<file path="src/rtl/pipe_hazard_ctrl.sv">
// Pipeline sequencing controller: load-use stalls, branch redirect flushes and memory-wait freeze.
// Optional performance counters are built when PIPE_HAZARD_CTRL_PERF_EN is defined.
module pipe_hazard_ctrl #(
    parameter int unsigned REG_W        = 5,
    parameter int unsigned FLUSH_CYCLES = 1,
    parameter int unsigned MEM_TIMEOUT  = 255
) (
    input  logic             clk,
    input  logic             reset,
    input  logic [REG_W-1:0] id_rs1,
    input  logic [REG_W-1:0] id_rs2,
    input  logic             id_uses_rs1,
    input  logic             id_uses_rs2,
    input  logic             ex_valid,
    input  logic             ex_is_load,
    input  logic [REG_W-1:0] ex_rd,
    input  logic             branch_taken,
    input  logic             mem_busy,
    output logic             pc_write,
    output logic             pc_redirect,
    output logic             ifid_stall,
    output logic             ifid_flush,
    output logic             if_valid,
    output logic             idex_stall,
    output logic             idex_flush,
    output logic             mem_timeout,
    output logic [1:0]       state_o
`ifdef PIPE_HAZARD_CTRL_PERF_EN
    ,
    output logic [31:0]      stall_cycles,
    output logic [31:0]      flush_events
`endif
);

    typedef enum logic [1:0] {
        StRun     = 2'd0,
        StFlush   = 2'd1,
        StMemWait = 2'd2
    } state_e;

    state_e      state_q, state_d;
    logic [3:0]  flush_cnt_q, flush_cnt_d;
    logic [15:0] wait_cnt_q, wait_cnt_d;
    logic        timeout_q, timeout_d;
    logic        load_use;

    assign load_use = ex_valid & ex_is_load & (ex_rd != '0) &
                      ((id_uses_rs1 & (id_rs1 == ex_rd)) | (id_uses_rs2 & (id_rs2 == ex_rd)));

    always_comb begin
        pc_write    = 1'b1;
        pc_redirect = 1'b0;
        ifid_stall  = 1'b0;
        ifid_flush  = 1'b0;
        if_valid    = 1'b1;
        idex_stall  = 1'b0;
        idex_flush  = 1'b0;
        state_d     = state_q;
        flush_cnt_d = flush_cnt_q;
        // Busy cycles are counted in every state; any ready cycle clears the count.
        if (mem_busy) begin
            wait_cnt_d = (wait_cnt_q == 16'hFFFF) ? wait_cnt_q : wait_cnt_q + 16'd1;
        end else begin
            wait_cnt_d = '0;
        end
        timeout_d = timeout_q | (mem_busy & (wait_cnt_d == 16'(MEM_TIMEOUT)));

        if (mem_busy) begin
            pc_write   = 1'b0;
            ifid_stall = 1'b1;
            idex_stall = 1'b1;
            if (state_q == StRun) begin
                state_d = StMemWait;
            end
        end else if (state_q == StFlush) begin
            ifid_flush = 1'b1;
            if_valid   = 1'b0;
            if (flush_cnt_q <= 4'd1) begin
                state_d     = StRun;
                flush_cnt_d = '0;
            end else begin
                flush_cnt_d = flush_cnt_q - 4'd1;
            end
        end else begin
            // RUN, and the release cycle of MEM_WAIT, share the same rules.
            state_d = StRun;
            if (ex_valid && branch_taken) begin
                pc_redirect = 1'b1;
                ifid_flush  = 1'b1;
                idex_flush  = 1'b1;
                if_valid    = 1'b0;
                if (FLUSH_CYCLES > 1) begin
                    state_d     = StFlush;
                    flush_cnt_d = 4'(FLUSH_CYCLES - 1);
                end
            end else if (load_use) begin
                pc_write   = 1'b0;
                ifid_stall = 1'b1;
                idex_flush = 1'b1;
            end
        end
    end

    always_ff @(posedge clk or negedge reset) begin
        if (!reset) begin
            state_q     <= StRun;
            flush_cnt_q <= '0;
            wait_cnt_q  <= '0;
            timeout_q   <= 1'b0;
        end else begin
            state_q     <= state_d;
            flush_cnt_q <= flush_cnt_d;
            wait_cnt_q  <= wait_cnt_d;
            timeout_q   <= timeout_d;
        end
    end

    assign mem_timeout = timeout_q;
    assign state_o     = state_q;

`ifdef PIPE_HAZARD_CTRL_PERF_EN
    always_ff @(posedge clk or negedge reset) begin
        if (!reset) begin
            stall_cycles <= '0;
            flush_events <= '0;
        end else begin
            if (!pc_write) begin
                stall_cycles <= stall_cycles + 32'd1;
            end
            if (pc_redirect) begin
                flush_events <= flush_events + 32'd1;
            end
        end
    end
`endif

endmodule

</file>
<file path="config.mk">
export PLATFORM = sky130hd
export DESIGN_NAME = pipe_hazard_ctrl
export DESIGN_NICKNAME = d
export VERILOG_FILES = /design/src/rtl/pipe_hazard_ctrl.sv
export SDC_FILE = /design/constraint.sdc
export NUM_CORES = 1
export LEC_CHECK = 0
export CORE_ASPECT_RATIO = 0.9
export CORE_UTILIZATION = 52
export CTS_CLUSTER_SIZE = 30
export DETAILED_ROUTE_END_ITERATION = 10
export PLACE_DENSITY = 0.92
export RECOVER_POWER = 25
export SYNTH_ARGS = -nofsm -noshare
export SYNTH_HDL_FRONTEND = slang
export SYNTH_SLANG_ARGS = --single-unit
</file>
<file path="constraint.sdc">
create_clock -name clk -period 4.4 [get_ports clk]
set_input_delay 1.1 -clock clk [delete_from_list [all_inputs] [get_ports clk]]
set_output_delay 1.1 -clock clk [all_outputs]
set_load 0.05 [all_outputs]
</file>
Word-level counts from Yosys, hierarchy flattened
Index checks and enable logic that the tools add are counted.

Logic and storage cells: 55. Register bits: 23. Output and inout port bits: 10.

$add $sub $neg: 2. Reductions and logical operators: 5. Bitwise operators: 9. Equality and inequality tests: 7. Muxes and demuxes: 27. $lt $le $gt $ge: 1.

Operator list (number): 16-bit two-way mux (2); 1-bit two-way mux (20); 16-bit by 1-bit adder with 16-bit output, second input constant (1); 16-bit equality test, second input constant (1); 16-bit by 8-bit equality test with 1-bit output, second input constant (1); 5-bit equality test (2); 2-bit two-way mux (4); 1-bit AND (6); 5-bit nonzero test (1); 4-bit by 1-bit <= comparator with 1-bit output, second input constant (1); 4-bit two-way mux (1); 2-bit AND reduction (2); 4-bit by 1-bit subtractor with 4-bit output, second input constant (1); 3-bit by 2-bit inequality test with 1-bit output, second input constant (1); 2-bit by 1-bit equality test with 1-bit output, second input constant (1); 2-bit logical NOT (1); 2-bit by 1-bit inequality test with 1-bit output, second input constant (1); 1-bit OR (2); 1-bit logical AND (1); 1-bit NOT (1).

Logic depth before layout (Yosys ltp)
Gate-level depths: netlist of run 1.

Word-level depth: 8. Mapped depth: 7.

Worst setup path after synthesis of run 1
Ideal clock, no wire load.

Kind: input port to output port. Start: input port ex_rd[0]. End: output port idex_flush. Buffers on the path: 0. Data arrival time: 2909 ps. Path slack: 391 ps. Required time: 3300 ps. Stages: 6. Cells stage by stage: xor2_1 nor4_1 nand3_1 nand2_1 o2111ai_1 o21ai_0.

Cells in the longest elaborated chain, start to end: 8.

Ends and longest elaborated chain: start, declared (line 16) `input logic [REG_W-1:0] ex_rd,`; 5-bit equality test (line 48) `((id_uses_rs1 & (id_rs1 == ex_rd)) | (id_uses_rs2 & (id_rs2 == ex_rd)));`; 1-bit AND (line 48); 1-bit OR (line 48); 1-bit AND * (line 47) `assign load_use = ex_valid & ex_is_load & (ex_rd != '0) &`; 1-bit two-way mux * (line 96) `end else if (load_use) begin`; 1-bit two-way mux * (line 87) `if (ex_valid && branch_taken) begin`; 1-bit two-way mux * (line 75) `end else if (state_q == StFlush) begin`; 1-bit two-way mux * (line 68) `if (mem_busy) begin`; end, declared (line 25) `output logic idex_flush,`.

Mark *: on every way between the ends. The rest lies on a longest branch, timed or not.

Final worst setup path of run 1
Same ends and word-level chain as after synthesis.

==> results of run 1 <==
==> registers in the layout, indices dropped and copies added, names as in the netlist <==
name	flops
state_o	1
mem_timeout	1
wait_cnt_q	16
==> metrics by stage <==
stage	setup slack (ps)	total power [mW]	hold WS (ps)	area, um2
finish	277	0.345	484	1590
CTS	264	0.349	491	1590
global placement	428	0.243	460	1560
floorplan	391	0.208	551	1240
global route	79.6	0.358	499	1590
detailed placement	267	0.245	458	1560
==> placed cells by master (no fill, tap or decap), types with 3 or more instances in the layout <==
cell type                         instances
sky130_fd_sc_hd__a21oi_1                  3
sky130_fd_sc_hd__clkbuf_4                 3
sky130_fd_sc_hd__inv_1                    6
sky130_fd_sc_hd__nor3_1                   6
sky130_fd_sc_hd__nand4_1                  4
sky130_fd_sc_hd__mux2i_1                  3
sky130_fd_sc_hd__xnor2_1                  7
sky130_fd_sc_hd__buf_12                   3
sky130_fd_sc_hd__xor2_1                  10
sky130_fd_sc_hd__buf_4                    3
sky130_fd_sc_hd__nor4_1                   5
sky130_fd_sc_hd__o21ai_0                  9
sky130_fd_sc_hd__clkdlybuf4s50_1         23
sky130_fd_sc_hd__dfrtp_1                 18
sky130_fd_sc_hd__nor2_1                   8
sky130_fd_sc_hd__nand3_1                 12
sky130_fd_sc_hd__nand2_1                  7
==> power breakdown <==
part           internal, mW  switching, mW  total, mW
registers             0.168        0.00329      0.171
logic                0.0339         0.0368     0.0706
clock network        0.0506         0.0528      0.103
total                 0.252         0.0929      0.345
==> worst max-delay path, stage by stage <==
cell	delay (ps)
sky130_fd_sc_hd__clkdlybuf4s50_1	480
sky130_fd_sc_hd__xor2_1	190
sky130_fd_sc_hd__nor4_1	310
sky130_fd_sc_hd__nand3_1	110
sky130_fd_sc_hd__nand2_1	90
sky130_fd_sc_hd__o2111ai_1	150
sky130_fd_sc_hd__o21ai_0	390
sky130_fd_sc_hd__buf_12	200
==> per-layer routing <==
layer  track usage [%]  wire length, um  up-vias
li1                  -                -      554
met1              37.4             1280      551
met2              42.5             1510       46
met3              8.18              211        6
met4              7.89               37        0
met5                 0                0        -
==> cells by family (layout without fill, tap and decap cells) <==
logic type                 Yosys count  in the layout  synth area share [%]
muxes                                4              4                  3.33
and+or+nand+nor                     58             58                  27.6
AOI/OAI and AO/OA                   24             24                  13.0
xor gates and xnor gates            17             17                  12.0
other                                1              1                 0.302
DFF                                 18             18                  36.3
adders and majority gates            1              1                  1.01
buffers and inverters               14             42                  6.45
==> path summary, 6_finish.rpt <==
| check | endpoint | slack [ps] | cells past startpoint |
|---|---|---|---|
| worst max-delay path | idex_flush | 280 | 8 |
| worst min-delay path | mem_timeout | 480 | 1 |
| worst max register to register | mem_timeout | 1900 | 7 |
| worst min register to register | mem_timeout | 480 | 1 |
| max in group asynchronous | wait_cnt_q[12] | 2580 | 1 |
| min in group asynchronous | wait_cnt_q[11] | 1320 | 1 |
==> cell type report <==
type	instances	area, um2
clock buffer	4	36.3
fill	159	632
inverter	6	22.5
multi-input combinational	105	711
sequential	18	450
tap	27	33.8
timing repair buffer	32	337
==> metrics.txt, run 1 <==
total global routing overflow=0; number of CTS-inserted buffers=3; number of synthesized register bits=18; Total Routing Usage GR=about 28%; total half-perimeter wirelength after legalization and detailed placement=about 2300 um; pin count of the biggest net entering global routing=19; Hold Path Origin=mem_timeout; top area cells in the synthesized netlist=sky130_fd_sc_hd__dfrtp_1, sky130_fd_sc_hd__xor2_1, sky130_fd_sc_hd__xnor2_1, sky130_fd_sc_hd__nand3_1, sky130_fd_sc_hd__o21ai_0; critical path arrival=roughly 3000 ps; time the worst path needs with I/O delays and setup=a little over 4000 ps; Final Wtd Congestion=0.856; length of the first detailed-routing pass in iterations=4; worst setup path class=in2out; share of the clock period used by the worst path after layout=between 90 and 100%; routed via count=1,157; starting DRC count in detailed routing=72; Clock Skew=roughly 2.2 ps; leakage power of the design=0.645 nW; Total Nets Final=190; WL/cell=15.8 um; worst vdd rail ir drop=0.000266 V; clock latency at the later pin of the worst-skew pair=~300 ps; FF-to-FF Start=wait_cnt_q[1]; Synth Flop Type=sky130_fd_sc_hd__dfrtp_1; Worst EP required=between 3000 and 4000 ps; die area=approximately 2600 um2; buffer levels on the longest clock path=2; final core utilization=between 70% and 80%; Worst setup EP type=output port; area leader, netlist=sky130_fd_sc_hd__dfrtp_1; TritonCTS clock tree=built; final WL=3030 um; instance count of the mapped netlist=between 100 and 150; share of the yosys chip area belonging to registers=36.3%; pin slew with the least headroom to its limit=around 800 ps; via density per instance=~6; number of unique standard cell types used by synthesis=42; relative slew slack=a little under half; worst hold-check path type=reg2reg; count of yosys warnings during synthesis=0; wire length of the first global-routing pass=~5200 um; placed instance count=188; initial standard-cell utilization of the core=a little under three fifths; number of max-cap violations=0; count of hold-fix buffers inserted at cts=0; via count of the first global-routing pass=between 1k and 1.5k; clk sinks=18; post-cts gate resize count=0; Cell Pwr Density=217 nW/um2; buffer count from post-CTS setup fixing=0; master cell of the clock root buffer=sky130_fd_sc_hd__clkbuf_4; final hold violation count=0; mean instance size in the synthesized netlist=just over 9 um2; Die Width=between 50 and 60 um; final cell count without fillers=roughly 190; final slew viol count=0; CP Max Fanout=3; Core ar.=about 2200 um2; drc violations=0; number of levels the H-tree was split into=1; fraction of post-synthesis cell area in the top cell type by area=about 36%; row count=16; area delta synth->final=28.1%; number of placed I/O pins=33; cell with the most instances after synthesis=sky130_fd_sc_hd__dfrtp_1; number of flops mapped to enable cells by yosys=0; number of nets in the synthesized netlist=161; result of the run=complete, no violations; Antenna Diode Count=0; unrepaired setup endpoints after global routing=false; start point of the critical path=ex_rd[0]; Setup Viol. Count Final=0; port buffer count=31; fraction of final layout cells sized beyond drive strength 1=a little over a tenth; CP startpoint kind=primary input; Max Fclk=between 200 and 250 MHz; number of antenna violations at the first check in global routing=0; die outline height=48.4 um; antenna-violating nets left=0; top post-synthesis cells by count=sky130_fd_sc_hd__dfrtp_1, sky130_fd_sc_hd__nand3_1, sky130_fd_sc_hd__xor2_1, sky130_fd_sc_hd__o21ai_0, sky130_fd_sc_hd__nor2_1; netlist area before placement=approximately 1200 um2; setup_tns=0 ps; clock-pin slew of the registers on the worst-case setup and hold paths=around 100 ps; fraction of registers with async set/reset=100%
(Power assumes the default switching activity.)
==> run 2: changes to the inputs <==
Settings changed: CORE_MARGIN set to 2, GPL_ROUTABILITY_DRIVEN set to 0, SLEW_MARGIN set to 30.
==> run 2 against run 1 <==
Net effect:
- critical path depth unchanged
- combinational power is essentially flat
- die area rose by 8.0%
- cell area is 0.24% lower
- critical endpoint unchanged
- largest cell class unchanged
- highest routed layer unchanged
==> metrics.txt, run 2 (synthesis results as in run 1) <==
port buffer count=31; number of antenna violations at the first check in global routing=0; post-placement setup slack=around 380 ps; buffer levels on the longest clock path=2; portion of total power attributed to sequential cells=49.8%; length of the first detailed-routing pass in iterations=4; pin slew with the least headroom to its limit=~810 ps; share of total power in combinational logic=~21%; post-cts gate resize count=0; share of total power in the clock network=approximately 30%; most frequent cells in the layout=sky130_fd_sc_hd__clkdlybuf4s50_1, sky130_fd_sc_hd__dfrtp_1, sky130_fd_sc_hd__nand3_1; count of hold-fix buffers inserted at cts=0; final worst slack=between 300 and 400 ps; pin count of the biggest net entering global routing=19; total routed wire length on the met1 layer=approximately 1300 um; setup_tns=0 ps; CP startpoint kind=primary input; CP Max Fanout=3; number of max-cap violations=0; cell internal pwr=0.252 mW; Crit path max-delay family=buffers and inverters; delay contributed by the slowest stage of the critical path=around 470 ps; clock-pin slew of the registers on the worst-case setup and hold paths=around 100 ps; result of the run=complete, no violations; Largest register FFs=16; Cell Pwr Density=between 200 and 250 nW/um2; Antenna Diode Count=0; clock latency at the later pin of the worst-skew pair=roughly 300 ps; area delta synth->final=27.8%; via density per instance=6.11; TritonCTS clock tree=built; Final Cell Area=about 1600 um2; top register by number of flip-flops=wait_cnt_q; die area=between 2000 and 3000 um2; row count=16; number of CTS-inserted buffers=3; WL/cell=between 15 and 20 um; final slew viol count=0; die outline height=about 50 um; routed via count=between 1k and 1.5k; share of the clock period used by the worst path after layout=91.5%; met2 layer wire length in the routed design=about 1500 um; via count of the first global-routing pass=~1.2k; Worst EP required=roughly 3300 ps; Worst setup EP type=output port; most common cell after layout, fill and taps aside=sky130_fd_sc_hd__clkdlybuf4s50_1; highest-delay cell along the critical path=sky130_fd_sc_hd__clkdlybuf4s50_1; highest metal layer used by the detailed router=met4; unrepaired setup endpoints after global routing=false; Core ar.=about 2200 um2; final WL=3070 um; Sw Ratio=around a quarter; antenna-violating nets left=0; Total Routing Usage GR=between 20% and 30%; worst vdd rail ir drop=approximately 0.00023 V; Die Width=approximately 56 um; Post-Place Cell Area=between 1500 and 2000 um2; total global routing overflow=0; initial standard-cell utilization of the core=between 50% and 60%; total half-perimeter wirelength after legalization and detailed placement=roughly 2300 um; number of placed I/O pins=33; fraction of final layout cells sized beyond drive strength 1=around a tenth; Max Fclk=248 MHz; Total Nets Final=189; time the worst path needs with I/O delays and setup=between 4000 and 5000 ps; worst hold-check path type=reg2reg; clk sinks=18; number of levels the H-tree was split into=1; Setup Viol. Count Final=0; critical path arrival=2930 ps; fill count=approximately 160; master cell of the clock root buffer=sky130_fd_sc_hd__clkbuf_4; leakage power of the design=approximately 0.64 nW; worst-path cell chain=clkdlybuf4s50_1 -> xor2_1 -> nor4_1 -> nand3_1 -> nand2_1 -> o2111ai_1 -> o21ai_0 -> buf_12; power spent charging and discharging nets=~0.091 mW; Clock Skew=~1.5 ps; wire length of the first global-routing pass=roughly 5400 um; drc violations=0; metal3 WL=around 230 um; Critical path buffers and inverters=2; buffer count from post-CTS setup fixing=0; worst setup path class=in2out; relative slew slack=between 40% and 50%; starting DRC count in detailed routing=85; final hold violation count=0
-- run 2: cell types whose count changed in the layout (fill, tap and decap cells not counted) --
cell and delta:
sky130_fd_sc_hd__mux2_1 +1, sky130_fd_sc_hd__and2_1 -1, sky130_fd_sc_hd__and2_0 +1, sky130_fd_sc_hd__mux2_2 -1, sky130_fd_sc_hd__clkbuf_1 -1
-- run 2: power groups by stage --
stage	Combinational, mW	Sequential (mW)	Clock, mW
2_1_floorplan	0.0322	0.175	0
3_3_place_gp	0.0689	0.174	0
3_5_place_dp	0.0708	0.174	0
4_1_cts	0.0713	0.171	0.102
5_1_grt	0.0761	0.171	0.111
6_report	0.0706	0.171	0.102
-- run 2: worst paths after layout --
path	from	end	slack, ps	cells after the start
setup / recovery	ex_rd[0]	idex_flush	370	8
max in group asynchronous	reset	wait_cnt_q[15]	2570	1
setup reg to reg	wait_cnt_q[0]	mem_timeout	1970	7
min in group asynchronous	reset	wait_cnt_q[9]	1330	1
hold reg to reg	mem_timeout	mem_timeout	490	1
hold / removal	mem_timeout	mem_timeout	490	1
-- run 2: metal layers --
layer / GRT usage, % / vias to the layer above
met3: 6.70 / 8
met4: 4.47 / 0
met2: 41.5 / 54
met5: 0 / -
li1: - / 547
met1: 31.2 / 558
-- run 2: per-stage QoR --
step                hold WS [ps]  power [mW]  util (%)  std cells
global placement             459       0.243      69.8        187
global route                 520       0.359      71.4        191
CTS                          490       0.345      71.4        191
detailed placement           462       0.245      69.8        187
floorplan                    551       0.208         -        137
finish                       493       0.343      71.4        191
-- run 2: final cells by class --
cell class                      instances  area [um2]  share of cell area, %
Clock buffer                            4        36.3                   2.29
Inverter                                6        22.5                   1.42
Multi-Input combinational cell        105         711                   44.8
Sequential cell                        18         450                   28.4
Tap cell                               27        33.8                   2.13
Timing Repair Buffer                   31         333                   21.0
